File: src/rtl/led_display_pattern_gen_bcm_pkg.sv
// Shared constants and row layout for the BCM pattern generator.
// Mode encodings, default geometry/depth and the packed row struct (top_red in the MSBs).
package led_display_pattern_gen_bcm_pkg;

    localparam logic [3:0] MODE_OFF     = 4'd0;
    localparam logic [3:0] MODE_SOLID   = 4'd1;
    localparam logic [3:0] MODE_SCAN_V  = 4'd2;
    localparam logic [3:0] MODE_SCAN_H  = 4'd3;
    localparam logic [3:0] MODE_PULSE   = 4'd4;
    localparam logic [3:0] MODE_CHECKER = 4'd5;

    localparam int GL_NUM_COL_PIXELS = 64;
    localparam int GL_COLOUR_DEPTH   = 4;

    typedef struct packed {
        logic [GL_NUM_COL_PIXELS-1:0] top_red;
        logic [GL_NUM_COL_PIXELS-1:0] top_green;
        logic [GL_NUM_COL_PIXELS-1:0] top_blue;
        logic [GL_NUM_COL_PIXELS-1:0] bot_red;
        logic [GL_NUM_COL_PIXELS-1:0] bot_green;
        logic [GL_NUM_COL_PIXELS-1:0] bot_blue;
    } rgb_row_t;

endpackage

File: src/rtl/led_display_frame_ticker.sv
// Free-running animation tick divider: one-cycle tick every SYS_CLK_FREQ/FRAME_RATE cycles
// (100 cycles when SIMULATION is set); no backpressure, it never stalls.
module led_display_frame_ticker #(
    parameter int SYS_CLK_FREQ = 100_000_000,
    parameter int FRAME_RATE   = 60,
    parameter int SIMULATION   = 0
) (
    input  logic clk_in,
    input  logic n_reset_in,
    output logic tick
);

    localparam int TICK_CYCLES = (SIMULATION != 0) ? 100 : SYS_CLK_FREQ / FRAME_RATE;
    localparam int CNT_W       = $clog2(TICK_CYCLES);
    localparam logic [CNT_W-1:0] CNT_MAX = CNT_W'(TICK_CYCLES - 1);

    logic [CNT_W-1:0] cnt;

    always_ff @(posedge clk_in or negedge n_reset_in) begin
        if (!n_reset_in) begin
            cnt <= '0;
        end else if (cnt == CNT_MAX) begin
            cnt <= '0;
        end else begin
            cnt <= cnt + 1'b1;
        end
    end

    assign tick = (cnt == CNT_MAX);

endmodule

File: src/rtl/led_display_pattern_gen_bcm.sv
// BCM test-pattern source: streams (plane, row-pair) beats, one per cycle, registered outputs.
// valid stays high after reset; outputs hold while !ready; mode/colour latched per frame.
module led_display_pattern_gen_bcm
    import led_display_pattern_gen_bcm_pkg::*;
#(
    parameter int SYS_CLK_FREQ   = 100_000_000,
    parameter int NUM_ROW_PIXELS = 32,
    parameter int NUM_COL_PIXELS = GL_NUM_COL_PIXELS,
    parameter int COLOUR_DEPTH   = GL_COLOUR_DEPTH,
    parameter int FRAME_RATE     = 60,
    parameter int SIMULATION     = 0
) (
    input  logic                                   clk_in,
    input  logic                                   n_reset_in,
    input  logic [3:0]                             mode_in,
    input  logic [3*COLOUR_DEPTH-1:0]              colour_in,
    output logic [6*NUM_COL_PIXELS-1:0]            row_out,
    output logic                                   row_valid_out,
    input  logic                                   row_ready_in,
    output logic [$clog2(NUM_ROW_PIXELS/2)-1:0]    row_address_out,
    output logic [(COLOUR_DEPTH > 1 ? $clog2(COLOUR_DEPTH) : 1)-1:0] plane_out,
    output logic                                   frame_start_out
);

    localparam int R       = NUM_ROW_PIXELS;
    localparam int C       = NUM_COL_PIXELS;
    localparam int D       = COLOUR_DEPTH;
    localparam int HALF    = R / 2;
    localparam int ADDR_W  = $clog2(HALF);
    localparam int PLANE_W = (D > 1) ? $clog2(D) : 1;
    localparam int COL_W   = $clog2(C);
    localparam int ROW_W   = $clog2(R);

    localparam logic [ADDR_W-1:0]  ADDR_LAST  = ADDR_W'(HALF - 1);
    localparam logic [PLANE_W-1:0] PLANE_LAST = PLANE_W'(D - 1);
    localparam logic [COL_W-1:0]   COL_LAST   = COL_W'(C - 1);
    localparam logic [ROW_W-1:0]   ROW_LAST   = ROW_W'(R - 1);
    localparam logic [D-1:0]       LEVEL_MAX  = '1;

    logic tick;

    led_display_frame_ticker #(
        .SYS_CLK_FREQ (SYS_CLK_FREQ),
        .FRAME_RATE   (FRAME_RATE),
        .SIMULATION   (SIMULATION)
    ) u_ticker (
        .clk_in     (clk_in),
        .n_reset_in (n_reset_in),
        .tick       (tick)
    );

    // Frame-level state: latched inputs plus animation, held for the whole frame
    logic             tick_pend;
    logic [3:0]       frame_mode,   mode_nxt;
    logic [3*D-1:0]   frame_colour, colour_nxt;
    logic [COL_W-1:0] scan_col,     scan_col_nxt;
    logic [ROW_W-1:0] scan_row,     scan_row_nxt;
    logic [D-1:0]     level,        level_nxt;
    logic             level_down,   level_down_nxt;
    logic             checker_inv,  checker_inv_nxt;

    logic                load, frame_load;
    logic [ADDR_W-1:0]   addr_nxt;
    logic [PLANE_W-1:0]  plane_nxt;
    logic [6*C-1:0]      row_nxt;
    logic [ROW_W-1:0]    prow;
    logic                lit;
    logic [D-1:0]        cap, chan, pix;

    always_comb begin
        addr_nxt  = '0;
        plane_nxt = '0;
        if (row_valid_out) begin
            if (row_address_out == ADDR_LAST) begin
                plane_nxt = (plane_out == PLANE_LAST) ? '0 : plane_out + 1'b1;
            end else begin
                addr_nxt  = row_address_out + 1'b1;
                plane_nxt = plane_out;
            end
        end
    end

    assign load       = !row_valid_out || row_ready_in;
    assign frame_load = load && (addr_nxt == '0) && (plane_nxt == '0);

    // A mode change restarts the animation; otherwise one pending tick advances it
    always_comb begin
        mode_nxt        = frame_mode;
        colour_nxt      = frame_colour;
        scan_col_nxt    = scan_col;
        scan_row_nxt    = scan_row;
        level_nxt       = level;
        level_down_nxt  = level_down;
        checker_inv_nxt = checker_inv;
        if (frame_load) begin
            mode_nxt   = mode_in;
            colour_nxt = colour_in;
            if (mode_in != frame_mode) begin
                scan_col_nxt    = '0;
                scan_row_nxt    = '0;
                level_nxt       = '0;
                level_down_nxt  = 1'b0;
                checker_inv_nxt = 1'b0;
            end else if (tick_pend || tick) begin
                scan_col_nxt    = (scan_col == COL_LAST) ? '0 : scan_col + 1'b1;
                scan_row_nxt    = (scan_row == ROW_LAST) ? '0 : scan_row + 1'b1;
                checker_inv_nxt = !checker_inv;
                if (!level_down) begin
                    if (level == LEVEL_MAX) begin
                        level_nxt      = level - 1'b1;
                        level_down_nxt = 1'b1;
                    end else begin
                        level_nxt = level + 1'b1;
                    end
                end else if (level == '0) begin
                    level_nxt      = {{(D-1){1'b0}}, 1'b1};
                    level_down_nxt = 1'b0;
                end else begin
                    level_nxt = level - 1'b1;
                end
            end
        end
    end

    // Row fields ordered top r/g/b then bottom r/g/b, top_red in the MSBs
    always_comb begin
        row_nxt = '0;
        prow    = '0;
        lit     = 1'b0;
        cap     = LEVEL_MAX;
        chan    = '0;
        pix     = '0;
        for (int half = 0; half < 2; half++) begin
            for (int c = 0; c < C; c++) begin
                prow = ROW_W'(addr_nxt) + ROW_W'(half * HALF);
                cap  = LEVEL_MAX;
                case (mode_nxt)
                    MODE_SOLID:   lit = 1'b1;
                    MODE_SCAN_V:  lit = (COL_W'(c) == scan_col_nxt);
                    MODE_SCAN_H:  lit = (prow == scan_row_nxt);
                    MODE_PULSE: begin
                        lit = 1'b1;
                        cap = level_nxt;
                    end
                    MODE_CHECKER: lit = ((((c / 8) + (int'(prow) / 8)) % 2) == 0) ^ checker_inv_nxt;
                    default:      lit = 1'b0;
                endcase
                for (int ch = 0; ch < 3; ch++) begin
                    chan = colour_nxt[ch*D +: D];
                    pix  = lit ? ((chan < cap) ? chan : cap) : '0;
                    row_nxt[(5 - (half * 3 + ch)) * C + c] = pix[plane_nxt];
                end
            end
        end
    end

    always_ff @(posedge clk_in or negedge n_reset_in) begin
        if (!n_reset_in) begin
            tick_pend       <= 1'b0;
            frame_mode      <= '0;
            frame_colour    <= '0;
            scan_col        <= '0;
            scan_row        <= '0;
            level           <= '0;
            level_down      <= 1'b0;
            checker_inv     <= 1'b0;
            row_valid_out   <= 1'b0;
            row_out         <= '0;
            row_address_out <= '0;
            plane_out       <= '0;
            frame_start_out <= 1'b0;
        end else begin
            tick_pend    <= frame_load ? 1'b0 : (tick_pend | tick);
            frame_mode   <= mode_nxt;
            frame_colour <= colour_nxt;
            scan_col     <= scan_col_nxt;
            scan_row     <= scan_row_nxt;
            level        <= level_nxt;
            level_down   <= level_down_nxt;
            checker_inv  <= checker_inv_nxt;
            if (load) begin
                row_valid_out   <= 1'b1;
                row_out         <= row_nxt;
                row_address_out <= addr_nxt;
                plane_out       <= plane_nxt;
                frame_start_out <= frame_load;
            end
        end
    end

endmodule

File: config.mk
export PLATFORM = sky130hd
export DESIGN_NAME = led_display_pattern_gen_bcm
export DESIGN_NICKNAME = d
export VERILOG_FILES = /design/src/rtl/led_display_pattern_gen_bcm_pkg.sv /design/src/rtl/led_display_frame_ticker.sv /design/src/rtl/led_display_pattern_gen_bcm.sv
export SDC_FILE = /design/constraint.sdc
export NUM_CORES = 1
export LEC_CHECK = 0
export BUFFER_PORTS_ARGS = -buffer_cell sky130_fd_sc_hd__buf_2
export CORE_ASPECT_RATIO = 1.4
export CORE_MARGIN = 5
export CORE_UTILIZATION = 59
export DETAILED_ROUTE_END_ITERATION = 10
export HOLD_SLACK_MARGIN = 0.08
export PLACE_DENSITY = 0.86
export SLEW_MARGIN = 20
export SYNTH_ARGS = -nofsm -noshare
export SYNTH_HDL_FRONTEND = slang
export SYNTH_SLANG_ARGS = --single-unit
File: constraint.sdc
create_clock -name clk_in -period 6.2 [get_ports clk_in]
set_input_delay 1.24 -clock clk_in [delete_from_list [all_inputs] [get_ports clk_in]]
set_output_delay 1.24 -clock clk_in [all_outputs]
set_load 0.03 [all_outputs]
==> results of run 1 <==
==> layout by cell type, fill, tap and decap left out, types with 10 or more instances in the layout <==
cell type	n
a21oi_1	75
and3_1	10
buf_2	409
buf_4	13
clkbuf_16	43
dfrtp_1	447
ha_1	21
inv_1	21
nand2_1	456
nand3_1	20
nand4_1	26
nor2_1	111
o211ai_1	10
o21ai_0	228
o21ai_1	235
xnor2_1	16
==> cell type report <==
type	count	share of cell area [%]
Clock buffer	59	5.51
Clock inverter	14	0.607
Inverter	25	0.421
Multi-Input combinational cell	1345	30.7
Sequential cell	447	50.2
Tap cell	395	2.22
Timing Repair Buffer	430	10.3
==> registers in the layout, summed over array words and instances, names as in the netlist <==
register and count:
u_ticker.cnt 21, frame_colour 12, plane_out 2, scan_row 5, row_out 384, row_address_out 4, checker_inv 1, tick_pend 1
level_down 1, scan_col 6, frame_start_out 1, row_valid_out 1, level 4, frame_mode 4
==> worst reg2reg max path, cell delays in order (launching register included) <==
cell and delay [ps]:
dfrtp_1 470, ha_1 360, nand3_2 210, mux2i_2 230, o31ai_4 600, o21ai_2 280
a22o_1 340, nor2_1 280, ha_1 310, o21ai_0 190, o21ai_1 90, a221o_1 380
a211o_4 520, buf_4 350, o21ai_0 270
==> synth_stat cells (all sizes together) (6+ instances only) <==
master	n
o22ai	6
xnor2	16
o21ai	464
a211oi	6
dfrtp	447
xor2	9
and4	6
nand4	27
mux2i	7
nand2	456
ha	21
nor3	8
inv	21
nand3	21
a31oi	9
buf	37
clkbuf	97
and3	10
a21oi	78
o211ai	10
nor2	112
==> how the worst min path moves through the flow <==
stage | to | slack (ps) | depth (start not counted)
CTS | row_out[172] | 480 | 2
floorplan | u_ticker.cnt[18] | 460 | 1
global placement | row_out[208] | 460 | 2
global route | row_out[94] | 500 | 2
finish | row_out[172] | 480 | 2
detailed placement | row_out[172] | 460 | 2
==> report_power, final <==
part	switching (mW)	internal [mW]	leakage, nW	total [mW]
sequential	0.0879	3.05	6.15	3.13
clock	1.10	1.46	0.668	2.57
combinational	0.776	0.213	4.34	0.989
==> through the flow <==
| step | utilization, % | instance area, um2 | power [mW] | worst slack, ps |
|---|---|---|---|---|
| floorplan | - | 18600 | 3.76 | 1510 |
| global route | 70.9 | 22300 | 6.90 | 841 |
| CTS | 70.9 | 22300 | 6.69 | 1260 |
| finish | 70.9 | 22300 | 6.69 | 1210 |
| detailed placement | 66.6 | 20900 | 4.16 | 1020 |
| global placement | 66.6 | 20900 | 4.14 | 1150 |
==> cell families (layout without fill, tap and decap cells) <==
kind of cell	after synthesis	count (layout)	synth area share (%)
adders and majority gates	21	21	1.41
and+or+nand+nor	675	675	15.3
muxes	11	11	0.658
AOI/OAI and AO/OA	612	612	17.9
buffers and inverters	159	528	3.53
xor gates and xnor gates	25	25	1.18
DFF	447	447	60.0
other	1	1	0.0201
==> routing by layer <==
metal  global-route usage (%)  routed length (um)
met5                        0                   0
met4                     23.2                5370
met3                     6.54                4820
met2                     56.3               29800
met1                     40.4               21200
==> results.json, run 1 <==
{
  "status": "finished, final reports clean",
  "dieWidth_um": 160,
  "relSlewSlack_pct": 30.3,
  "core_area_um2": 31400,
  "cp_slowest_cell": "o31ai_4",
  "place_inst": 2642,
  "cp.depth": 14,
  "power_density_nw_per_um2": 300,
  "worst-r2r-setup-slack_ps": 1210,
  "r2r_start": "row_address_out[0]",
  "worstSetupStartpoint": "row_address_out[0]",
  "grt_max_degree": 249,
  "antenna_cells": 0,
  "area_growth_pct": 19.5,
  "ys_types": 74,
  "cts_resized": 0,
  "wl_um": 61200,
  "rsz0062_at_grt": "false",
  "cpPeakStageDelay_ps": 590,
  "irDropWorstVdd_mv": 0.231,
  "worstSetupPathType": "register to register",
  "final_cell_count_no_fill": 2715,
  "start_kind": "register",
  "clk_path_buf_depth": 3,
  "rr_worst_depth": 14,
  "synthArstFlopShare_pct": 100,
  "min_period_ps": 4990,
  "drtAntennaViolNets": 0,
  "synth_edf_count": 0,
  "antenna_found_initial": 0,
  "ys_seq_area_share_pct": 60.0,
  "p_leak_nw": 11.2,
  "fin_skew_ps": 28.7,
  "synth_area_leaders": "dfrtp_1 60%, nand2_1 9.2%, o21ai_1 6.3%",
  "cts_buffers": 41,
  "grt_pass1_vias": 16300,
  "synth_top_cell_by_area": "dfrtp_1",
  "hold_viol": 0,
  "hold_start": "row_out[172]",
  "multi_input_area_um2": 6830,
  "drive_gt1_share_pct": 22.8,
  "port-buffer-count": 410,
  "row_count": 77,
  "critPathCapture": "row_out[340]",
  "slew_violations": 0,
  "synth_cells": 1951,
  "regArea_um2": 11200,
  "critPathMaxFanout": 45,
  "final.period_utilization_pct": 80.6,
  "cts_setup_buffers": 0,
  "yosys_warnings": 0,
  "holdWs_ps": 475,
  "hold_path_class": "register to register",
  "grt_pass1_wl_um": 93900,
  "ys_ff_latch": 447,
  "required_ps": 6630,
  "crit_arrival_ps": 5430,
  "first_iter_violations": 1974,
  "timing.fmax_mhz": 200,
  "grt-ovfl-total": 0,
  "num-fill-cells": 2278,
  "die_height_um": 220,
  "netlist_area_um2": 18600,
  "htree_levels": 2,
  "wl_per_cell_um": 22.6,
  "rr_endpoint": "row_out[340]",
  "avgViaCountPerCell": 6.16,
  "cap_violations": 0,
  "routabilityCongestion": 0.906,
  "setup_viol": 0,
  "vias": 16700,
  "nets": 2330,
  "holdBufCountCts": 0,
  "root_buffer": "clkbuf_16",
  "clk_pin_slew_ps": 60,
  "synth_top_area_share_pct": 60.0,
  "syn_avg_cell_area_um2": 9.55,
  "syn_nets": 1991,
  "grt.total_usage_pct": 33.9,
  "path_buf_inv": 1,
  "drc": 0,
  "cts_tree": "built",
  "tns_ps": 0,
  "synth-main-ff-cell": "dfrtp_1",
  "first_pass_iters": 8,
  "path_cells": "ha_1 > nand3_2 > mux2i_2 > o31ai_4 > o21ai_2 > a22o_1 > nor2_1 > ha_1 > o21ai_0 > o21ai_1 > a221o_1 > a211o_4 > buf_4 > o21ai_0",
  "io-pin-count": 411,
  "path_delay_family": "compound AO/OA/AOI/OAI gates",
  "initial_core_util_pct": 59.3,
  "setup.worst_path.end_class": "register",
  "dp_hpwl_um": 42000,
  "clkSinkCount": 447,
  "worst_pin_slew_ps": 1050,
  "die-area_um2": 35300,
  "insertion_delay_ps": 550
}
Power figures use the tool's default switching activity.
==> inputs of run 2 (changes only) <==
ABC_AREA = 1   (was not set)
CORE_UTILIZATION = 57   (was 59)
PLACE_DENSITY = 0.81   (was 0.86)
clock period = 4.97 ns   (was 6.2 ns; I/O delays follow)
==> results.json, run 2 <==
{
  "wl_met3_um": 5250,
  "syn_nets": 3040,
  "root_buffer": "clkbuf_16",
  "netlist_area_um2": 23700,
  "syn_avg_cell_area_um2": 7.90,
  "die-area_um2": 45800,
  "relSlewSlack_pct": 26.2,
  "worstSetupPathType": "register to register",
  "drive_gt1_share_pct": 19.1,
  "synth_area_leaders": "dfrtp_1 47%, o21bai_1 12%, nand2_1 9.1%",
  "synth_cells": 3000,
  "yosys_warnings": 0,
  "wl_met1_um": 26500,
  "ys_ff_latch": 447,
  "first_pass_iters": 7,
  "worst_pin_slew_ps": 1110,
  "dieWidth_um": 182,
  "tns_ps": 0,
  "cap_violations": 0,
  "grt.total_usage_pct": 30.8,
  "dp_hpwl_um": 50000,
  "cpPeakStageDelay_ps": 430,
  "setup.worst_path.end_class": "register",
  "required_ps": 5380,
  "clk_path_buf_depth": 3,
  "status": "finished, final reports clean",
  "core_area_um2": 41200,
  "cts_resized": 0,
  "reg_top3": "row_out (384), u_ticker.cnt (21), frame_colour (12)",
  "largest_reg_flops": 384,
  "power_density_nw_per_um2": 507,
  "yosysMostFrequentCell": "nand2_1",
  "hold_path_class": "register to register",
  "path_buf_inv": 5,
  "p_leak_nw": 13.1,
  "clk_pin_slew_ps": 60,
  "htree_levels": 2,
  "area_growth_pct": 16.1,
  "top_register": "row_out",
  "port-buffer-count": 410,
  "fin_skew_ps": 28.1,
  "grt-ovfl-total": 0,
  "start_kind": "register",
  "highest_layer": "met4",
  "holdBufCountCts": 0,
  "vias": 21100,
  "wl_per_cell_um": 18.4,
  "timing.fmax_mhz": 223,
  "min_period_ps": 4480,
  "io-pin-count": 411,
  "synth_common_cells": "576 x nand2_1, 551 x nor2_1, 508 x inv_1",
  "antenna_found_initial": 0,
  "layout_commonest_cell": "nand2_1",
  "power.total_mw": 14.0,
  "drc": 0,
  "slew_violations": 0,
  "first_iter_violations": 1638,
  "insertion_delay_ps": 560,
  "synth_edf_count": 0,
  "cts_buffers": 44,
  "critPathMaxFanout": 77,
  "irDropWorstVdd_mv": 0.422,
  "path_delay_family": "simple AND/OR/NAND/NOR gates",
  "wl_um": 71800,
  "cts_setup_buffers": 0,
  "ys_types": 45,
  "synth_top_area_share_pct": 47.2,
  "grt_max_degree": 175,
  "wl_met2_um": 35300,
  "avgViaCountPerCell": 5.41,
  "initial_core_util_pct": 57.6,
  "grt_pass1_wl_um": 114000,
  "hold_viol": 0,
  "cp_slowest_cell": "dfrtp_1",
  "path_cells": "ha_1 > nand2_1 > inv_1 > nor2_1 > nand3_1 > nor2_4 > nand2_4 > inv_4 > o21ai_0 > nor2_1 > inv_1 > ha_1 > inv_1 > a21oi_1 > nand2_1 > nand2_1 > nand3_1 > nand2_4 > buf_12 > o21bai_1",
  "routabilityCongestion": 0.957,
  "cts_tree": "built",
  "synth-main-ff-cell": "dfrtp_1",
  "utilization_pct": 66.9,
  "synth_top_cell_by_area": "dfrtp_1",
  "antenna_cells": 0,
  "nets": 3365,
  "drtAntennaViolNets": 0,
  "rsz0062_at_grt": "false",
  "final.period_utilization_pct": 90.0,
  "crit_arrival_ps": 4880,
  "synthArstFlopShare_pct": 100,
  "row_count": 88,
  "setup_viol": 0,
  "clkSinkCount": 447,
  "grt_pass1_vias": 21300,
  "ys_seq_area_share_pct": 47.2,
  "final_cell_mix": "569 x nand2_1, 551 x nor2_1, 508 x inv_1",
  "die_height_um": 251
}
==> run 2: cell count changes in the layout (fill, tap and decap cells not counted), moves of 14 or more <==
cell      before  now
a21oi_2        2   77
buf_12         7   21
inv_1         21  508
nand2_1      456  569
nand3_1       20   80
nand4_1       26    4
nor2_1       111  551
o21ai_0      228   24
o21ai_1      235    4
o21bai_1       4  384
==> run 2: final timing paths <==
| kind | start | to | slack, ps | cells after the start |
|---|---|---|---|---|
| max | row_address_out[0] | row_out[229] | 490 | 20 |
| min | u_ticker.cnt[0] | u_ticker.cnt[0] | 500 | 1 |
| max reg2reg | row_address_out[0] | row_out[229] | 490 | 20 |
| min reg2reg | u_ticker.cnt[0] | u_ticker.cnt[0] | 500 | 1 |
| max in group asynchronous | n_reset_in | row_out[332] | 3360 | 2 |
| min in group asynchronous | n_reset_in | row_valid_out | 540 | 1 |
==> run 2: cell type report <==
class / instances / area, um2
fillers: 3430 / 13600
flip-flops and latches: 447 / 11200
multi-input cells: 1869 / 9620
repair buffers: 448 / 2610
inverters: 515 / 1950
clock buffers: 64 / 1300
well taps: 540 / 676
clock inverters: 15 / 196
==> run 2: stage by stage <==
stage,setup WS (ps),hold WS [ps],std cells,instance area (um2)
6_report,495,502,3898,27500
2_1_floorplan,1210,461,3000,23700
3_5_place_dp,275,499,3819,26000
5_1_grt,139,521,3898,27500
3_3_place_gp,447,485,3819,26000
4_1_cts,577,507,3898,27500
==> run 2: power by group <==
part	switching (mW)	internal, mW	total [mW]
Combinational	4.32	1.44	5.75
Clock	1.44	2.03	3.47
Sequential	0.438	4.30	4.74
Total	6.19	7.76	14.0
==> run 2: cell families after synthesis <==
kind of cell | synth area share (%)
AO/OA/AOI/OAI | 17.7
XOR/XNOR | 0.333
adder cells (fa/ha/maj) | 1.11
buffers and inverters | 12.5
flip-flops | 47.2
other | 0.0158
AND/OR/NAND/NOR | 21.1
==> run 2: worst reg2reg max path: stages (launching register included) <==
cell      delay (ps)
dfrtp_1          430
ha_1             300
nand2_1          150
inv_1            120
nor2_1           110
nand3_1          120
nor2_4           220
nand2_4          200
inv_4            310
o21ai_0          210
nor2_1           300
inv_1            150
ha_1             320
inv_1             40
a21oi_1          260
nand2_1          140
nand2_1           80
nand3_1          110
nand2_4          130
buf_12           280
o21bai_1         350
==> run 2: routing by layer <==
metal / vias to the layer above / track usage (%)
met1: 10100 / 37.1
li1: 9811 / -
met2: 944 / 52.2
met5: - / 0
met3: 257 / 5.28
met4: 0 / 17.8
==> inputs of run 3 (changes only) <==
CAP_MARGIN = 20   (was not set)
CORE_MARGIN = not set   (was 5)
CTS_CLUSTER_SIZE = 40   (was not set)
==> results.json, run 3 (synthesis gave the netlist of run 2 again) <==
{
  "cts_setup_buffers": 0,
  "power_density_nw_per_um2": 512,
  "hold_viol": 0,
  "cts_tree": "built",
  "tns_ps": 0,
  "die-area_um2": 42400,
  "irDropWorstVdd_mv": 0.401,
  "die_height_um": 243,
  "min_period_ps": 4480,
  "core_area_um2": 41100,
  "cts_resized": 0,
  "row_count": 88,
  "place_area_um2": 26100,
  "htree_levels": 2,
  "drtAntennaViolNets": 0,
  "largest_reg_flops": 384,
  "crit_arrival_ps": 4940,
  "path_cells": "ha_1 > nand3_2 > nand3_1 > nand3_1 > nor2_4 > nand2_4 > inv_4 > o21ai_0 > nor2_2 > inv_1 > ha_1 > inv_1 > a21oi_1 > nand2_1 > nand2_1 > nand3_1 > nand2_4 > buf_16 > nand2_1 > o21bai_1",
  "cts_buffers": 44,
  "antenna_found_initial": 1,
  "seqPwrFrac_pct": 33.3,
  "hold_path_class": "primary input to asynchronous set/reset pin",
  "final_area_um2": 27600,
  "clk_path_buf_depth": 3,
  "grt_pass1_vias": 20800,
  "first_pass_iters": 5,
  "worstSetupPathType": "register to register",
  "nets": 3363,
  "root_buffer": "clkbuf_16",
  "cpPeakStageDelay_ps": 440,
  "sw_frac_of_total_pct": 44.4,
  "comb_power_share_pct": 41.7,
  "path_buf_inv": 4,
  "cap_violations": 0,
  "drive_gt1_share_pct": 19.2,
  "place_inst": 3817,
  "power.total_mw": 14.1,
  "top_register": "row_out",
  "avgViaCountPerCell": 5.40,
  "wl_per_cell_um": 18.6,
  "p_leak_nw": 13.1,
  "grt_pass1_wl_um": 113000,
  "slew_violations": 0,
  "required_ps": 5430,
  "grt-ovfl-total": 0,
  "first_iter_violations": 1853,
  "p_int_mw": 7.86,
  "fin_skew_ps": 13.0,
  "io-pin-count": 411,
  "grt.total_usage_pct": 33.9,
  "grt_max_degree": 151,
  "layout_commonest_cell": "nand2_1",
  "relSlewSlack_pct": 39.7,
  "final_cell_mix": "569 x nand2_1, 550 x nor2_1, 508 x inv_1",
  "insertion_delay_ps": 560,
  "dp_hpwl_um": 50200,
  "path_delay_family": "simple AND/OR/NAND/NOR gates",
  "vias": 21100,
  "wl_um": 72400,
  "clkSinkCount": 447,
  "p_sw_mw": 6.27,
  "area_growth_pct": 16.5,
  "clk_pin_slew_ps": 70,
  "initial_core_util_pct": 57.7,
  "holdBufCountCts": 0,
  "port-buffer-count": 410,
  "p_clk_share_pct": 25.0,
  "final_cell_count_no_fill": 3896,
  "final.period_utilization_pct": 90.1,
  "timing.fmax_mhz": 223,
  "reg_top3": "row_out (384), u_ticker.cnt (21), frame_colour (12)",
  "drc": 0,
  "post-place-ws_ps": 413,
  "timing.final.ws_setup_ps": 494,
  "worst_pin_slew_ps": 904,
  "setup_viol": 0,
  "start_kind": "register",
  "status": "finished, final reports clean",
  "critPathMaxFanout": 89,
  "cp_slowest_cell": "dfrtp_1",
  "setup.worst_path.end_class": "register",
  "dieWidth_um": 174,
  "routabilityCongestion": 0.942
}
[run 3: cell count changes in the layout (fill, tap and decap cells not counted), sizes merged]
cell      before  now
clkinv         9   12
clkinvlp       1    3
bufinv         4    6
inv          516  515
buf          448  446
clkbuf        64   57
diode          0    1
[run 3: path summary, 6_finish.rpt]
kind	endpoint	depth (start not counted)	slack, ps	startpoint
worst max register to register	row_out[237]	20	490	row_address_out[0]
max in group asynchronous	row_out[185]	2	3300	n_reset_in
min in group clk_in	u_ticker.cnt[0]	1	500	u_ticker.cnt[0]
worst max-delay path	row_out[237]	20	490	row_address_out[0]
worst min-delay path	row_out[226]	1	480	n_reset_in
worst min register to register	u_ticker.cnt[0]	1	500	u_ticker.cnt[0]
[run 3: power groups by stage]
stage	Sequential [mW]	Clock, mW	Combinational [mW]
4_1_cts	4.70	3.57	5.87
3_5_place_dp	4.75	0	5.83
6_report	4.71	3.54	5.89
2_1_floorplan	5.95	0	2.68
3_3_place_gp	4.72	0	5.75
5_1_grt	4.77	3.71	6.29
[run 3: cell type report]
| cell class | instances | area (um2) |
|---|---|---|
| multi-input combinational | 1869 | 9640 |
| antenna | 1 | 2.50 |
| inverter | 515 | 1950 |
| clock inverter | 21 | 270 |
| fill | 3360 | 13500 |
| timing repair buffer | 446 | 2660 |
| tap | 540 | 676 |
| clock buffer | 57 | 1230 |
| sequential | 447 | 11200 |
[run 3: worst register-to-register path, delay by kind of cell, from the launching register on]
family          cells  cell delay, ps
fa+ha+maj           2             560
buf+inv             4             750
compound gates      3             710
simple gates       11            1930
flops               1             440
[run 3: layer usage]
layer	vias up	GRT usage, %	wire (um)
met1	10100	39.9	27100
met5	-	0	0
met3	271	5.26	4640
met4	0	23.0	5270
li1	9808	-	-
met2	909	57.0	35400
[run 3: through the flow]
stage	hold slack [ps]	util, %
final	482	67.2
after global routing	538	67.2
after CTS	500	67.1
after detailed placement	490	63.5
after floorplan	461	-
after global placement	477	63.5
